**src/rtl/cmd_pkg.sv**
```systemverilog
// cmd_pkg: opcodes, ACK default and FSM state encoding shared by the command responder
// Ports: none (package only)
package cmd_pkg;
    localparam logic [7:0] CMD_SET_HASH_OP   = 8'h01;
    localparam logic [7:0] CMD_SEND_TEXT_OP  = 8'h02;
    localparam logic [7:0] CMD_READ_MATCH_OP = 8'h03;
    localparam logic [7:0] CMD_TEST_OP       = 8'h04;
    localparam logic [7:0] ACK_DEFAULT       = 8'h01;
    typedef enum logic [2:0] {
        ST_IDLE = 3'd0,
        ST_HASH = 3'd1,
        ST_LEN  = 3'd2,
        ST_TEXT = 3'd3,
        ST_RESP = 3'd4
    } cmd_state_t;
endpackage

```
**src/rtl/resp_serializer.sv**
```systemverilog
// resp_serializer: sends up to 5 queued bytes over the tx_start/tx_busy handshake
// Ports: clk, reset; load/load_data/load_len queue a response (first byte in [39:32]);
//        tx_busy/tx_start/tx_data talk to the transmitter; done pulses after the last byte
module resp_serializer (
    input  logic        clk,
    input  logic        reset,
    input  logic        load,
    input  logic [39:0] load_data,
    input  logic [2:0]  load_len,
    input  logic        tx_busy,
    output logic        tx_start,
    output logic [7:0]  tx_data,
    output logic        done
);
    typedef enum logic [1:0] {P_IDLE, P_ISSUE, P_WAIT_HI, P_WAIT_LO} phase_t;
    phase_t      phase;
    logic [39:0] shreg;
    logic [2:0]  left;
    // each byte waits for busy to rise and then fall before the next is issued
    always_ff @(posedge clk or posedge reset)
        if (reset) begin
            phase    <= P_IDLE;
            shreg    <= '0;
            left     <= '0;
            tx_start <= 1'b0;
            tx_data  <= '0;
            done     <= 1'b0;
        end else begin
            tx_start <= 1'b0;
            done     <= 1'b0;
            if (load) begin
                shreg <= load_data;
                left  <= load_len;
                phase <= P_ISSUE;
            end else
                case (phase)
                    P_ISSUE:
                        if (!tx_busy && !tx_start) begin
                            tx_start <= 1'b1;
                            tx_data  <= shreg[39:32];
                            shreg    <= {shreg[31:0], 8'h00};
                            left     <= left - 1'b1;
                            phase    <= P_WAIT_HI;
                        end
                    P_WAIT_HI: if (tx_busy) phase <= P_WAIT_LO;
                    P_WAIT_LO:
                        if (!tx_busy) begin
                            done  <= (left == 3'd0);
                            phase <= (left == 3'd0) ? P_IDLE : P_ISSUE;
                        end
                    default: ;
                endcase
        end
endmodule

```
**src/rtl/uart_cmd_responder.sv**
```systemverilog
// uart_cmd_responder: decodes host opcodes from the UART, loads the target hash, streams text, queues replies
// Ports: clk, reset (async, active-high); rx_data/rx_valid from the receiver;
//        tx_busy/tx_start/tx_data to the transmitter; match_found/match_pos from the matcher;
//        target_hash/hash_load, text_data/text_valid/text_last to the datapath; cmd_state to the LEDs
module uart_cmd_responder
    import cmd_pkg::*;
#(
    parameter int         TIMEOUT_CYCLES = 1_000_000,
    parameter logic [7:0] ACK_BYTE       = ACK_DEFAULT
) (
    input  logic         clk,
    input  logic         reset,
    input  logic [7:0]   rx_data,
    input  logic         rx_valid,
    input  logic         tx_busy,
    output logic         tx_start,
    output logic [7:0]   tx_data,
    input  logic         match_found,
    input  logic [31:0]  match_pos,
    output logic [127:0] target_hash,
    output logic         hash_load,
    output logic [7:0]   text_data,
    output logic         text_valid,
    output logic         text_last,
    output logic [2:0]   cmd_state
);
    localparam int TW = $clog2(TIMEOUT_CYCLES + 1);
    cmd_state_t     state;
    logic [127:0]   hash_sh;
    logic [3:0]     cnt;
    logic [7:0]     len_hi;
    logic [15:0]    text_cnt;
    logic [TW-1:0]  gap;
    logic           ser_load;
    logic [39:0]    ser_data;
    logic [2:0]     ser_len;
    logic           ser_done;
    assign cmd_state = state;
    resp_serializer u_ser (
        .clk(clk), .reset(reset), .load(ser_load), .load_data(ser_data), .load_len(ser_len),
        .tx_busy(tx_busy), .tx_start(tx_start), .tx_data(tx_data), .done(ser_done)
    );
    always_ff @(posedge clk or posedge reset)
        if (reset) begin
            state       <= ST_IDLE;
            hash_sh     <= '0;
            cnt         <= '0;
            len_hi      <= '0;
            text_cnt    <= '0;
            gap         <= '0;
            ser_load    <= 1'b0;
            ser_data    <= '0;
            ser_len     <= '0;
            target_hash <= '0;
            hash_load   <= 1'b0;
            text_data   <= '0;
            text_valid  <= 1'b0;
            text_last   <= 1'b0;
        end else begin
            hash_load  <= 1'b0;
            text_valid <= 1'b0;
            text_last  <= 1'b0;
            ser_load   <= 1'b0;
            case (state)
                ST_IDLE:
                    if (rx_valid) begin
                        gap <= '0;
                        cnt <= '0;
                        if (rx_data == CMD_SET_HASH_OP) state <= ST_HASH;
                        else if (rx_data == CMD_SEND_TEXT_OP) state <= ST_LEN;
                        else if (rx_data == CMD_READ_MATCH_OP) begin
                            ser_load <= 1'b1;
                            ser_data <= {7'd0, match_found, match_pos};
                            ser_len  <= 3'd5;
                            state    <= ST_RESP;
                        end else if (rx_data == CMD_TEST_OP) begin
                            ser_load <= 1'b1;
                            ser_data <= {32'h04030201, 8'h00};
                            ser_len  <= 3'd4;
                            state    <= ST_RESP;
                        end
                    end
                ST_HASH, ST_LEN, ST_TEXT:
                    // a byte arriving in the expiry cycle wins over the timeout
                    if (!rx_valid) begin
                        gap <= (gap == TW'(TIMEOUT_CYCLES - 1)) ? '0 : gap + 1'b1;
                        if (gap == TW'(TIMEOUT_CYCLES - 1)) state <= ST_IDLE;
                    end else begin
                        gap <= '0;
                        cnt <= cnt + 1'b1;
                        if (state == ST_HASH) begin
                            hash_sh <= {hash_sh[119:0], rx_data};
                            if (cnt == 4'd15) begin
                                target_hash <= {hash_sh[119:0], rx_data};
                                hash_load   <= 1'b1;
                                ser_load    <= 1'b1;
                                ser_data    <= {ACK_BYTE, 32'h0};
                                ser_len     <= 3'd1;
                                state       <= ST_RESP;
                            end
                        end else if (state == ST_LEN) begin
                            len_hi   <= rx_data;
                            text_cnt <= {len_hi, rx_data};
                            if (cnt[0] && {len_hi, rx_data} == 16'd0) begin
                                ser_load <= 1'b1;
                                ser_data <= {ACK_BYTE, 32'h0};
                                ser_len  <= 3'd1;
                                state    <= ST_RESP;
                            end else if (cnt[0]) state <= ST_TEXT;
                        end else begin
                            text_data  <= rx_data;
                            text_valid <= 1'b1;
                            text_cnt   <= text_cnt - 1'b1;
                            if (text_cnt == 16'd1) begin
                                text_last <= 1'b1;
                                ser_load  <= 1'b1;
                                ser_data  <= {ACK_BYTE, 32'h0};
                                ser_len   <= 3'd1;
                                state     <= ST_RESP;
                            end
                        end
                    end
                ST_RESP: if (ser_done) state <= ST_IDLE;
                default: state <= ST_IDLE;
            endcase
        end
endmodule

```
**config.mk**
```make
export PLATFORM = sky130hd
export DESIGN_NAME = uart_cmd_responder
export DESIGN_NICKNAME = d
export VERILOG_FILES = /design/src/rtl/cmd_pkg.sv /design/src/rtl/resp_serializer.sv /design/src/rtl/uart_cmd_responder.sv
export SDC_FILE = /design/constraint.sdc
export NUM_CORES = 1
export LEC_CHECK = 0
export CAP_MARGIN = 20
export CORE_ASPECT_RATIO = 0.9
export CORE_MARGIN = 3
export CORE_UTILIZATION = 56
export DETAILED_ROUTE_END_ITERATION = 7
export PLACE_DENSITY_LB_ADDON = 0.12
export SETUP_SLACK_MARGIN = 0.4
export SYNTH_ARGS = -nofsm -noshare
export SYNTH_HDL_FRONTEND = slang
export SYNTH_SLANG_ARGS = --single-unit
export TNS_END_PERCENT = 1
```
**constraint.sdc**
```tcl
create_clock -name clk -period 19 [get_ports clk]
set_clock_uncertainty 0.2 [all_clocks]
set_input_delay 3.8 -clock clk [delete_from_list [all_inputs] [get_ports clk]]
set_output_delay 3.8 -clock clk [all_outputs]
set_load 0.01 [all_outputs]
```
==> results.sh <==
export IMPL_die_w_um=186.5
export IMPL_dp_hpwl_um=21520
export IMPL_fmax_ghz=0.1337
export IMPL_portBuffers=195
export IMPL_overflow=0
export IMPL_postSynthAreaPerCell_um2=13.16
export IMPL_cp_required_ns=19.20
export IMPL_synthCells=1248
export IMPL_clockBufferDepth=3
export IMPL_drt_iter0_markers=701
export IMPL_fin_setup_tns_ns=0
export IMPL_synth_top_flop_cell="dfrtp_1"
export IMPL_drc_errors=0
export IMPL_leakagePower_nw=9.808
export IMPL_dr_pass1_iters=5
export IMPL_wl_um=33980
export IMPL_postCtsSetupRepairBufs=0
export IMPL_status="complete, no violations"
export IMPL_hold_class="register to register"
export IMPL_ys_ff_latch=402
export IMPL_worst_path_max_fanout=66
export IMPL_arrival_ns=7.69
export IMPL_fin_nets=1480
export IMPL_cap_violations=0
export IMPL_grt_usage_pct=21.64
export IMPL_htreeDepth=2
export IMPL_nFillCells=2014
export IMPL_slew_viol_final=0
export IMPL_worst_slew_margin_rel_pct=33.29
export IMPL_vias=10234
export IMPL_multi_input_area_um2=5882
export IMPL_setup_worst_path_end_class="register"
export IMPL_fin_crit_sh_pct=39.38
export IMPL_powerDensity_nw_per_um2=104.2
export IMPL_die_h_um=168.5
export IMPL_seq_area_frac_synth_pct=61.23
export IMPL_placed_area_um2=18670
export IMPL_clk_pin_slew_worst_paths_ns=0.06
export IMPL_drive_above_1_share_pct=25.24
export IMPL_async_flop_share_pct=100.0
export IMPL_yosysWarnings=0
export IMPL_seq_area_um2=10060
export IMPL_rows=58
export IMPL_clock_sinks=402
export IMPL_clock_root_buffer="clkbuf_16"
export IMPL_viasPerCell=5.538
export IMPL_cts_hold_buffers_added=0
export IMPL_cts_buffers=40
export IMPL_area_growth_pct=22.46
export IMPL_io_pins=196
export IMPL_start_util_pct=57.75
export IMPL_synth_edf_count=0
export IMPL_ir_worst_vdd_uv=83.66
export IMPL_period_minus_slack_ns=7.482
export IMPL_postRouteAntennaNets=0
export IMPL_hold_viol_final=0
export IMPL_cts_resized=0
export IMPL_wl_per_cell_um=18.39
export IMPL_grt_max_degree=194
export IMPL_ys_types=59
export IMPL_cts_tree="done"
export IMPL_hold_slack_ns=0.2788
export IMPL_clock_latency_ns=0.53
export IMPL_worstMarginPinSlew_ns=1.001
export IMPL_rsz0062_at_grt="no"
export IMPL_finalInstanceArea_um2=20120
export IMPL_synth_nets=1299
export IMPL_grt_pass1_wl_um=55910
export IMPL_grt_pass1_vias=10437
export IMPL_setup_viol=0
export IMPL_syn_cell_area_um2=16430
export IMPL_gp_congestion=0.8236
export IMPL_antenna_found_initial=0
export IMPL_core_area_um2=28450
export IMPL_die_area_um2=31430
export IMPL_critPathKind="input pin to register"
export IMPL_num_antenna_cells=0
export IMPL_startpoint_type="input pin"
## logic make-up after synthesis
group                    after synthesis  share of synthesized area, %
AND/OR/NAND/NOR                      230                         6.976
XOR/XNOR                              13                        0.6931
buffers and inverters                120                         3.046
adder cells (fa/ha/maj)                6                        0.4570
AO/OA/AOI/OAI                        137                         4.768
flip-flops                           402                         61.23
multiplexers                         340                         22.83
## registers in the layout, indices dropped and copies added (netlist names), 2 cells and up
name           flops
text_data          8
u_ser.shreg       40
cmd_state          3
cnt                4
target_hash      128
u_ser.tx_data      8
text_cnt          16
len_hi             8
ser_len            2
u_ser.left         3
u_ser.phase        2
gap               20
ser_data          34
hash_sh          120
## final cells by class
| cell class | count | area share, % |
|---|---|---|
| repair buffers | 207 | 10.25 |
| multi-input cells | 726 | 29.24 |
| clock inverters | 15 | 1.188 |
| well taps | 390 | 2.426 |
| clock buffers | 56 | 5.883 |
| flip-flops and latches | 402 | 50.01 |
| inverters | 52 | 1.008 |
## placed cells by master (no fill, tap or decap), types with 9 or more instances in the layout
| cell | synthesis | final |
|---|---|---|
| nor3_1 | 14 | 14 |
| nor2_1 | 26 | 25 |
| clkdlybuf4s50_1 | 0 | 195 |
| nand3_1 | 14 | 14 |
| mux2_2 | 275 | 275 |
| mux2i_1 | 63 | 63 |
| inv_1 | 52 | 51 |
| clkbuf_16 | 0 | 42 |
| nand2_1 | 105 | 105 |
| a21oi_1 | 37 | 37 |
| xor2_1 | 9 | 9 |
| dfrtp_1 | 402 | 401 |
| o21ai_0 | 66 | 66 |
| buf_4 | 1 | 9 |
| nand3b_1 | 9 | 9 |
## path summary, 6_finish.rpt
path,from,end,slack [ns],depth (start not counted)
setup / recovery,rx_valid,target_hash[43],11.52,7
hold / removal,ser_data[2],u_ser.shreg[2],0.28,2
setup reg to reg,cmd_state[0],target_hash[43],14.88,6
hold reg to reg,ser_data[2],u_ser.shreg[2],0.28,2
max in group asynchronous,reset,hash_sh[1],12.48,4
min in group asynchronous,reset,target_hash[58],3.66,2
## synthesized netlist by cell type, drive strengths merged (2+ instances only)
master	n	share of area, %
a211oi	5	0.26
a21o	2	0.091
a21oi	37	1.1
a22o	5	0.27
a22oi	2	0.091
and2	8	0.30
and3	4	0.15
and3b	2	0.11
and4	5	0.27
buf	31	1.0
clkbuf	37	0.85
dfrtp	402	61
ha	6	0.46
inv	52	1.2
mux2	277	19
mux2i	63	3.8
nand2	105	2.4
nand2b	3	0.11
nand3	14	0.43
nand3b	9	0.41
nand4	6	0.23
nor2	28	0.67
nor2b	4	0.15
nor3	15	0.49
nor3b	2	0.12
nor4	9	0.38
nor4b	4	0.21
o211ai	2	0.091
o21ai	67	2.0
o22ai	5	0.19
o31ai	2	0.091
or2	2	0.076
or3	3	0.11
or3b	3	0.16
or4	3	0.14
xnor2	4	0.21
xor2	9	0.48
## worst max-delay path: stages
cell and delay [ns]:
clkdlybuf4s50_1 0.73, nand3b_1 0.20, nor2_4 0.12, buf_4 0.63
and2_4 0.87, buf_4 0.81, mux2_2 0.42
## per-layer routing
metal / vias up / part of all wire, % / global-route usage, %
met5: - / 0 / 0
met4: 0 / 1.6 / 5.061
li1: 4724 / - / -
met2: 252 / 47 / 34.22
met1: 5199 / 46 / 31.15
met3: 59 / 6.1 / 4.846
## power breakdown
| group | switching [W] | internal [W] |
|---|---|---|
| registers | 0.0000614 | 0.000942 |
| logic | 0.000138 | 0.000118 |
| clock network | 0.000322 | 0.000516 |
## through the flow
| step | util (%) | setup slack (ns) | power, W | cells |
|---|---|---|---|---|
| global route | 70.72 | 11.31 | 0.002193 | 1848 |
| CTS | 70.64 | 11.56 | 0.002118 | 1846 |
| finish | 70.72 | 11.52 | 0.002097 | 1848 |
| detailed placement | 65.64 | 10.99 | 0.001274 | 1775 |
| floorplan | - | 3.819 | 0.001186 | 1248 |
| global placement | 65.64 | 11.01 | 0.001261 | 1775 |
(Power assumes the default switching activity.)
